**src/rtl/gpio_ctrl_pkg.sv**
```systemverilog
// Shared types and defaults for the GPIO rotator trigger control blocks.
// The trigger arbiter and any software model of the rotator use these constants.
package gpio_ctrl_pkg;

    typedef logic [1:0] state_t;

    localparam state_t ST_IDLE  = 2'd0;
    localparam state_t ST_PULSE = 2'd1;
    localparam state_t ST_GAP   = 2'd2;

    localparam int DEF_PULSE_CYCLES = 2;
    localparam int DEF_GAP_CYCLES   = 2;
    localparam int DEF_OUT_WIDTH    = 5;

    // Rotator output straight after reset: the single hot bit sits in the MSB.
    localparam logic [DEF_OUT_WIDTH-1:0] POSITION_INIT = 5'b10000;

endpackage

```
**src/rtl/rr_arbiter.sv**
```systemverilog
// Combinational round-robin pick: the search starts one past the last winner
// and wraps, so the most recently served requester has the lowest priority.
module rr_arbiter #(
    parameter int NUM_REQ = 4,
    parameter int IDX_W   = $clog2(NUM_REQ)
) (
    input  logic [NUM_REQ-1:0] req_i,
    input  logic [IDX_W-1:0]   last_i,
    output logic [NUM_REQ-1:0] pick_o,
    output logic [IDX_W-1:0]   idx_o
);

    logic [2*NUM_REQ-1:0] doubled;
    logic [NUM_REQ-1:0]   rotated;
    logic [IDX_W:0]       base;
    logic [IDX_W:0]       offset;
    logic [IDX_W:0]       sum;

    // Rotate the request vector so the first candidate lands at bit 0, take
    // the lowest set bit, then map the offset back to an absolute index.
    always_comb begin
        base = {1'b0, last_i} + (IDX_W+1)'(1);
        if (base >= (IDX_W+1)'(NUM_REQ)) begin
            base = '0;
        end
        doubled = {req_i, req_i};
        rotated = NUM_REQ'(doubled >> base);
        offset  = '0;
        for (int i = NUM_REQ - 1; i >= 0; i--) begin
            if (rotated[i]) begin
                offset = (IDX_W+1)'(i);
            end
        end
        sum = base + offset;
        if (sum >= (IDX_W+1)'(NUM_REQ)) begin
            sum = sum - (IDX_W+1)'(NUM_REQ);
        end
        idx_o  = sum[IDX_W-1:0];
        pick_o = (|req_i) ? (NUM_REQ'(1) << idx_o) : '0;
    end

endmodule

```
**src/rtl/gpio_trigger_arbiter.sv**
```systemverilog
// Shares the GPIO rotator trigger among several requesters: one clean
// high pulse plus low gap per grant, with a shadow of the rotator output.
module gpio_trigger_arbiter
    import gpio_ctrl_pkg::*;
#(
    parameter int NUM_REQ      = 4,
    parameter int OUT_WIDTH    = DEF_OUT_WIDTH,
    parameter int PULSE_CYCLES = DEF_PULSE_CYCLES,
    parameter int GAP_CYCLES   = DEF_GAP_CYCLES
) (
    input  logic                 clk_i,
    input  logic                 rst_ni,
    input  logic                 enable_i,
    input  logic [NUM_REQ-1:0]   req_i,
    output logic [NUM_REQ-1:0]   grant_o,
    output logic [NUM_REQ-1:0]   done_o,
    output logic                 trigger_o,
    output logic                 busy_o,
    output logic [OUT_WIDTH-1:0] position_o,
    output logic [15:0]          trigger_count_o
);

    localparam int IDX_W   = $clog2(NUM_REQ);
    localparam int MAX_CYC = (PULSE_CYCLES > GAP_CYCLES) ? PULSE_CYCLES : GAP_CYCLES;
    localparam int TMR_W   = $clog2(MAX_CYC) + 1;

    localparam logic [TMR_W-1:0]     PULSE_LOAD = TMR_W'(PULSE_CYCLES - 1);
    localparam logic [TMR_W-1:0]     GAP_LOAD   = TMR_W'(GAP_CYCLES - 1);
    localparam logic [OUT_WIDTH-1:0] POS_RESET  = {1'b1, {(OUT_WIDTH-1){1'b0}}};
    localparam logic [IDX_W-1:0]     LAST_RESET = IDX_W'(NUM_REQ - 1);

    state_t               state_q,    state_d;
    logic [TMR_W-1:0]     timer_q,    timer_d;
    logic [IDX_W-1:0]     last_q,     last_d;
    logic [NUM_REQ-1:0]   grant_q,    grant_d;
    logic [NUM_REQ-1:0]   done_q,     done_d;
    logic                 trigger_q,  trigger_d;
    logic                 busy_q,     busy_d;
    logic [OUT_WIDTH-1:0] position_q, position_d;
    logic [15:0]          trig_count_q, trig_count_d;

    logic [NUM_REQ-1:0]   pick;
    logic [IDX_W-1:0]     pick_idx;

    rr_arbiter #(
        .NUM_REQ (NUM_REQ)
    ) u_rr_arbiter (
        .req_i  (req_i),
        .last_i (last_q),
        .pick_o (pick),
        .idx_o  (pick_idx)
    );

    // last_q doubles as the winner of the sequence in flight, so done can
    // be steered back to the same requester when the gap expires.
    always_comb begin
        state_d      = state_q;
        timer_d      = timer_q;
        last_d       = last_q;
        grant_d      = '0;
        done_d       = '0;
        trigger_d    = trigger_q;
        busy_d       = busy_q;
        position_d   = position_q;
        trig_count_d = trig_count_q;

        case (state_q)
            ST_IDLE: begin
                if (enable_i && (|pick)) begin
                    state_d      = ST_PULSE;
                    timer_d      = PULSE_LOAD;
                    last_d       = pick_idx;
                    grant_d      = pick;
                    trigger_d    = 1'b1;
                    busy_d       = 1'b1;
                    trig_count_d = trig_count_q + 16'd1;
                end
            end
            ST_PULSE: begin
                if (timer_q == '0) begin
                    state_d    = ST_GAP;
                    timer_d    = GAP_LOAD;
                    trigger_d  = 1'b0;
                    position_d = {position_q[OUT_WIDTH-2:0], position_q[OUT_WIDTH-1]};
                end else begin
                    timer_d = timer_q - TMR_W'(1);
                end
            end
            ST_GAP: begin
                if (timer_q == '0) begin
                    state_d = ST_IDLE;
                    busy_d  = 1'b0;
                    done_d  = NUM_REQ'(1) << last_q;
                end else begin
                    timer_d = timer_q - TMR_W'(1);
                end
            end
            default: begin
                state_d   = ST_IDLE;
                trigger_d = 1'b0;
                busy_d    = 1'b0;
            end
        endcase
    end

    always_ff @(posedge clk_i or negedge rst_ni) begin
        if (!rst_ni) begin
            state_q      <= ST_IDLE;
            timer_q      <= '0;
            last_q       <= LAST_RESET;
            grant_q      <= '0;
            done_q       <= '0;
            trigger_q    <= 1'b0;
            busy_q       <= 1'b0;
            position_q   <= POS_RESET;
            trig_count_q <= '0;
        end else begin
            state_q      <= state_d;
            timer_q      <= timer_d;
            last_q       <= last_d;
            grant_q      <= grant_d;
            done_q       <= done_d;
            trigger_q    <= trigger_d;
            busy_q       <= busy_d;
            position_q   <= position_d;
            trig_count_q <= trig_count_d;
        end
    end

    assign grant_o         = grant_q;
    assign done_o          = done_q;
    assign trigger_o       = trigger_q;
    assign busy_o          = busy_q;
    assign position_o      = position_q;
    assign trigger_count_o = trig_count_q;

endmodule

```
**config.mk**
```make
export PLATFORM = sky130hd
export DESIGN_NAME = gpio_trigger_arbiter
export DESIGN_NICKNAME = d
export VERILOG_FILES = /design/src/rtl/gpio_ctrl_pkg.sv /design/src/rtl/rr_arbiter.sv /design/src/rtl/gpio_trigger_arbiter.sv
export SDC_FILE = /design/constraint.sdc
export NUM_CORES = 1
export LEC_CHECK = 0
export ABC_CLOCK_PERIOD_IN_PS = 2900
export BUFFER_PORTS_ARGS = -buffer_cell sky130_fd_sc_hd__buf_2
export CORE_MARGIN = 10
export CORE_UTILIZATION = 50
export CTS_CLUSTER_DIAMETER = 100
export DETAILED_ROUTE_END_ITERATION = 7
export PLACE_DENSITY = 0.7
export SLEW_MARGIN = 20
export SYNTH_ARGS = -nofsm -noshare
export SYNTH_HDL_FRONTEND = slang
export SYNTH_SLANG_ARGS = --single-unit
```
**constraint.sdc**
```tcl
create_clock -name clk_i -period 2.9 [get_ports clk_i]
set_input_delay 0.29 -clock clk_i [delete_from_list [all_inputs] [get_ports clk_i]]
set_output_delay 0.29 -clock clk_i [all_outputs]
set_load 0.005 [all_outputs]
```
==> out/metrics.yaml, run 1 <==
r2r-end: "grant_o[0]"
grt_pass1_wl_microns: 6620
hold_viol: 0
finalSetupViolations: 0
critical_path.most_common_cell: "sky130_fd_sc_hd__ha_1"
number_of_nets_in_the_layout: 235
floorplan.die.width_microns: 81.0
syn-num-nets: 190
global_route.usage.total: 0.126
max_clock_freq_mhz: 376
dr_drc_count: 0
fin_skew_ns: 0.00699
grt_pass1_vias: 1495
dr_total_vias: 1411
placed_cell_area_sq_um: 2120
postCtsResizedCells: 0
status: "complete, no violations"
chipHeight_microns: 81.0
initial_util: 0.513
drt_pass1_iterations: 4
finalWorstPathRequiredPeriod_ns: 2.66
intPower_uw: 1350
initialDrtViolationCount: 63
ys_async_sr_fraction: 1.00
yosys_register_bits: 37
numPlacedInstances: 256
clockPowerShare: 0.251
clockRootBuffer: "sky130_fd_sc_hd__clkbuf_8"
kind_of_path_behind_the_tightest_hold_check: "input pin to async pin"
clock_latency_at_the_later_pin_of_the_worst_skew_pair_ns: 0.29
average_wire_per_standard_cell_microns: 14.6
clkTransAtPathRegs_ns: 0.08
setup-tns-final_ns: 0
ys_top_cells_by_count: "sky130_fd_sc_hd__dfrtp_1, sky130_fd_sc_hd__nand2_1, sky130_fd_sc_hd__ha_1, sky130_fd_sc_hd__nor2_1, sky130_fd_sc_hd__xnor2_1"
dp_slack_ns: 0.308
crit_start: "last_q[0]"
cts_hold_buf: 0
syn_area_sq_um: 1860
min_period_over_period: 0.916
number_of_clock_sinks: 37
cts_tree: "built"
cp_max_fo: 9
postRouteAntennaNets: 0
synthFlopType: "sky130_fd_sc_hd__dfrtp_1"
yosysWarningCount: 0
critical-path-max-stage-delay_ns: 0.64
ctsLongestPathBuffers: 2
timing.critical_path.to_type: "register"
power_density_nw_per_um2: 931
synth_cells: 170
place_congestion: 0.919
cell_with_the_most_instances_after_synthesis: "sky130_fd_sc_hd__dfrtp_1"
cap_viol_max_count: 0
timing.rr.start: "last_q[0]"
layout.cell_area.non_filler_sq_um: 2250
wl_microns: 3870
post_route_cells_drive_above_1_share: 0.273
sequentialPowerShare: 0.361
synth-seq-area-share: 0.499
globalRoute.totalOverflow: 0
io-pin-count: 38
synth.largest_area_cell: "sky130_fd_sc_hd__dfrtp_1"
synth-edff-count: 0
maximum_resistive_drop_on_vdd_v: 0.000652
design_power_total_uw: 2090
place.detailed.hpwl_microns: 2910
largest_net_degree_at_the_start_of_global_routing: 38
max_slew_margin: 0.473
ctsHtreeMaxLevel: 2
path_class: "register to register"
number_of_buffers_created_by_cts: 5
core_region_sq_um: 3630
buffer_ports.inserted: 37
power.switching_uw: 748
area_growth_syn_to_layout_pct: 20.8
post_synth_main_area_contributors: "sky130_fd_sc_hd__dfrtp_1, sky130_fd_sc_hd__ha_1, sky130_fd_sc_hd__xnor2_1"
die_area_sq_um: 6570
finish.cell_count_without_fillers: 264
antenna-diode-count: 0
worst-endpoint-required_ns: 3.11
slew_limit_fails: 0
yosysTopAreaCellShare: 0.457
worst_ep_arrival_time_ns: 2.86
post_synth.cell_area_avg_sq_um: 11.0
vias_per_cell: 5.34
ys_types: 38
switching_share_of_power: 0.357
combinationalPowerShare: 0.388
setup.worst_path.end: "grant_o[0]"
critical_path.cell_chain: "ha_1 -> nor2_1 -> o21ai_0 -> a21oi_1 -> o2111ai_1 -> nand3_1 -> ha_1 -> or3_1 -> nor3b_1"
timing.reg2reg.worst_path_depth: 9
rows: 22
startpoint_type: "register"
cp_slowest_cell: "sky130_fd_sc_hd__dfstp_2"
post-cts-setup-buffers: 0
tightestPinTransition_ns: 0.791
r2r_setup_slack_ns: 0.24
antenna_found_initial: 0
timing.final.ws_setup_ns: 0.243
grt_setup_unrepaired: "no"
standby_leakage_power_uw: 0.00117
[layer usage]
| layer | share of wire | GRT usage | vias up |
|---|---|---|---|
| met5 | 0 | 0 | - |
| met4 | 0.012 | 0.0415 | 0 |
| met3 | 0.079 | 0.0530 | 5 |
| met2 | 0.49 | 0.225 | 39 |
| met1 | 0.41 | 0.132 | 681 |
| li1 | - | - | 686 |
[stage by stage]
step	util	hold slack, ns
detailed placement	0.582	0.423
global placement	0.582	0.409
CTS	0.619	0.100
finish	0.619	0.0707
global route	0.619	0.133
floorplan	-	-0.00559
[sequential cells by signal, summed over array words and instances, names as in the netlist]
register / flops
position_o: 5
grant_o: 4
trigger_count_o: 16
last_q: 2
trigger_o: 1
timer_q: 2
done_o: 4
busy_o: 1
state_q: 2
[cells in the final DEF (no fill, tap or decap), types with 2 or more instances in the layout]
master	Yosys	layout
sky130_fd_sc_hd__dfrtp_1	34	34
sky130_fd_sc_hd__o22a_1	3	3
sky130_fd_sc_hd__xor2_1	3	3
sky130_fd_sc_hd__nor2b_1	3	3
sky130_fd_sc_hd__nand4_1	5	5
sky130_fd_sc_hd__o21ai_0	3	3
sky130_fd_sc_hd__ha_1	13	13
sky130_fd_sc_hd__mux2_2	5	5
sky130_fd_sc_hd__a21o_1	3	3
sky130_fd_sc_hd__nor2_1	13	13
sky130_fd_sc_hd__dfstp_2	3	3
sky130_fd_sc_hd__clkbuf_8	0	5
sky130_fd_sc_hd__nor3_1	2	2
sky130_fd_sc_hd__bufinv_16	0	2
sky130_fd_sc_hd__nor3b_1	2	2
sky130_fd_sc_hd__xnor2_1	12	12
sky130_fd_sc_hd__nand2_1	15	15
sky130_fd_sc_hd__o21ai_1	3	3
sky130_fd_sc_hd__o2111ai_1	2	2
sky130_fd_sc_hd__nand3_1	5	5
sky130_fd_sc_hd__a21oi_1	6	6
sky130_fd_sc_hd__inv_1	10	10
sky130_fd_sc_hd__and3_1	5	5
sky130_fd_sc_hd__nand2b_1	2	2
sky130_fd_sc_hd__o21a_1	3	3
sky130_fd_sc_hd__buf_2	0	37
[kinds of logic after synthesis]
group                    count (synthesis)  share of synthesized area
XOR/XNOR                                15                     0.0705
adder cells (fa/ha/maj)                 13                     0.0873
AO/OA/AOI/OAI                           33                      0.140
buffers and inverters                   10                     0.0201
AND/OR/NAND/NOR                         57                      0.153
multiplexers                             5                     0.0302
flip-flops                              37                      0.499
[worst min-delay path by stage]
stage | end | slack (ns) | cells past startpoint
finish | trigger_count_o[0] | 0.07 | 1
global route | trigger_count_o[0] | 0.13 | 1
CTS | trigger_count_o[2] | 0.10 | 1
detailed placement | trigger_count_o[2] | 0.42 | 1
global placement | grant_o[3] | 0.41 | 1
floorplan | busy_o | -0.006 | 0
[worst max-delay path, delay by kind of cell (launching register included)]
family / cells / cell delay, ns
DFF: 1 / 0.64
and+or+nand+nor: 4 / 0.86
AOI/OAI and AO/OA: 3 / 0.46
adders and majority gates: 2 / 0.61
[area by class of cell]
| cell class | count | area (sq um) |
|---|---|---|
| fillers | 307 | 1380 |
| flip-flops and latches | 37 | 930 |
| multi-input cells | 123 | 896 |
| repair buffers | 38 | 193 |
| clock buffers | 5 | 68.8 |
| clock inverters | 3 | 65.1 |
| well taps | 48 | 60.1 |
| inverters | 10 | 37.5 |
[power by group through the flow]
stage               Clock, uW  Combinational (uW)  Sequential [uW]
floorplan                   0                 572              751
global placement            0                 778              748
detailed placement          0                 811              764
CTS                       538                 818              756
global route              557                 926              776
finish                    525                 813              756
No activity file was read; power rests on OpenSTA's default activity.
==> run 2, diff against run 1 <==
--- a/config.mk
+++ b/config.mk
@@ -7,7 +7,6 @@
 export LEC_CHECK = 0
 export ABC_CLOCK_PERIOD_IN_PS = 2900
 export BUFFER_PORTS_ARGS = -buffer_cell sky130_fd_sc_hd__buf_2
-export CORE_MARGIN = 10
 export CORE_UTILIZATION = 50
 export CTS_CLUSTER_DIAMETER = 100
 export DETAILED_ROUTE_END_ITERATION = 7
==> run 2 against run 1 <==
Against the previous run:
- utilization up 2.8 points
- hold slack about the same
- cell area down 1.1%
- clock skew is 0.0039 ns higher
- register-to-register slack better by 0.09 ns
- wire length fell by 12%
- via count decreased by 1.8%
==> out/metrics.yaml, run 2 (synthesized netlist as in run 1, its figures left out) <==
status: "complete, no violations"
max_clock_freq_mhz: 390  # +3.6%
initial_util: 0.541  # +0.0285
place.detailed.hpwl_microns: 2480  # -15%
finalWorstPathRequiredPeriod_ns: 2.57  # -0.0911 ns
ctsLongestPathBuffers: 2  # unchanged
kind_of_path_behind_the_tightest_hold_check: "input pin to async pin"
buffer_ports.inserted: 37  # unchanged
cts_tree: "built"
die_area_sq_um: 3970  # -39%
dp_slack_ns: 0.378  # +0.0707 ns
max_slew_margin: 0.480  # +0.00703
dr_total_vias: 1385  # -1.8%
antenna-diode-count: 0  # unchanged
final.hold.worst_slack_ns: 0.0710  # +0.000284 ns
post-cts-setup-buffers: 0  # unchanged
slew_limit_fails: 0  # unchanged
worst_ep_arrival_time_ns: 2.77  # -0.09 ns
standby_leakage_power_uw: 0.00115  # -1.3%
io-pin-count: 38  # unchanged
average_wire_per_standard_cell_microns: 13.1  # -11%
chipHeight_microns: 63.0  # -22%
global_route.usage.total: 0.197  # +0.0708
finalSetupViolations: 0  # unchanged
clkTransAtPathRegs_ns: 0.08  # about the same
number_of_buffers_created_by_cts: 5  # unchanged
timing.final.ws_setup_ns: 0.334  # +0.0911 ns
postCtsResizedCells: 0  # unchanged
worst-endpoint-required_ns: 3.10  # about the same
grt_setup_unrepaired: "no"
globalRoute.totalOverflow: 0  # unchanged
r2r_setup_slack_ns: 0.33  # +0.09 ns
wl_microns: 3410  # -12%
startpoint_type: "register"
floorplan.die.width_microns: 63.0  # -22%
dr_drc_count: 0  # unchanged
place_congestion: 0.864  # -6.1%
timing.critical_path.to_type: "register"
antenna_found_initial: 0  # unchanged
grt_pass1_vias: 1357  # -9.2%
postRouteAntennaNets: 0  # unchanged
min_period_over_period: 0.885  # -0.0314
finish.utilization: 0.647  # +0.0275
power_density_nw_per_um2: 904  # -2.9%
largest_net_degree_at_the_start_of_global_routing: 38  # unchanged
clock_latency_at_the_later_pin_of_the_worst_skew_pair_ns: 0.29  # about the same
vias_per_cell: 5.31  # -0.71%
area_growth_syn_to_layout_pct: 19.5
path_class: "register to register"
number_of_nets_in_the_layout: 234  # -0.43%
ctsHtreeMaxLevel: 2  # unchanged
grt_pass1_wl_microns: 6070  # -8.2%
drt_pass1_iterations: 4  # unchanged
hold_viol: 0  # unchanged
post_route_cells_drive_above_1_share: 0.270  # -0.00338
number_of_flip_flops_in_the_largest_register: 16  # unchanged
initialDrtViolationCount: 59  # -6.3%
most_frequent_standard_cell_in_the_layout_excluding_fill_and_tap_cells: "sky130_fd_sc_hd__buf_2"
setup-tns-final_ns: 0  # unchanged
cap_viol_max_count: 0  # unchanged
fin_skew_ns: 0.0109  # +0.00388 ns
rows: 21  # -4.5%
most_frequent_cells_in_the_layout: "sky130_fd_sc_hd__buf_2, sky130_fd_sc_hd__dfrtp_1, sky130_fd_sc_hd__nand2_1"
maximum_resistive_drop_on_vdd_v: 0.000551  # -15%
core_region_sq_um: 3440  # -5.3%
cts_hold_buf: 0  # unchanged
cp_max_fo: 9  # unchanged
tightestPinTransition_ns: 0.780  # -0.0105 ns
number_of_clock_sinks: 37  # unchanged
clockRootBuffer: "sky130_fd_sc_hd__clkbuf_8"
run 2: cell count changes in the layout (fill, tap and decap cells not counted):
cell / previous run / this run
sky130_fd_sc_hd__buf_4: 1 / 0
sky130_fd_sc_hd__bufinv_16: 2 / 1
sky130_fd_sc_hd__clkbuf_8: 5 / 6
sky130_fd_sc_hd__clkinv_2: 1 / 0
sky130_fd_sc_hd__clkinvlp_4: 0 / 1
run 2: power by group:
part	total (uW)	switching [uW]	internal, uW
combinational	802	442	360
sequential	749	108	641
clock	461	182	279
run 2: final cells by class:
cell class	instances	area [sq um]
flip-flops and latches	37	930
clock buffers	6	82.6
fillers	284	1220
clock inverters	2	37.5
well taps	46	57.6
inverters	10	37.5
repair buffers	37	185
multi-input cells	123	896
run 2: worst max-delay path, cell delays in order, from the launching register on:
cell and delay (ns):
sky130_fd_sc_hd__dfstp_2 0.63, sky130_fd_sc_hd__ha_1 0.31, sky130_fd_sc_hd__nor2_1 0.15, sky130_fd_sc_hd__o21ai_0 0.10
sky130_fd_sc_hd__a21oi_1 0.11, sky130_fd_sc_hd__o2111ai_1 0.21, sky130_fd_sc_hd__nand3_1 0.10, sky130_fd_sc_hd__ha_1 0.29
sky130_fd_sc_hd__or3_1 0.39, sky130_fd_sc_hd__nor3b_1 0.19
run 2: path summary, 6_finish.rpt:
path,from,end,depth (start not counted)
worst min-delay path,rst_ni,trigger_count_o[3],1
max in group asynchronous,rst_ni,done_o[2],1
min in group clk_i,enable_i,state_q[1],4
worst max-delay path,last_q[0],grant_o[0],9
worst max register to register,last_q[0],grant_o[0],9
worst min register to register,trigger_count_o[15],trigger_count_o[15],1
run 2: metal layers:
layer,global-route usage,vias up,share of wire
met3,0.0383,11,0.042
li1,-,680,-
met1,0.221,651,0.44
met2,0.349,43,0.49
met5,0,-,0
met4,0.105,0,0.031
run 2: stage by stage:
stage	std cells	area (sq um)	total power [uW]
after global routing	261	2230	2170
after detailed placement	253	2110	1550
after CTS	261	2230	2020
after floorplan	170	1860	1320
final	261	2230	2010
after global placement	253	2110	1510
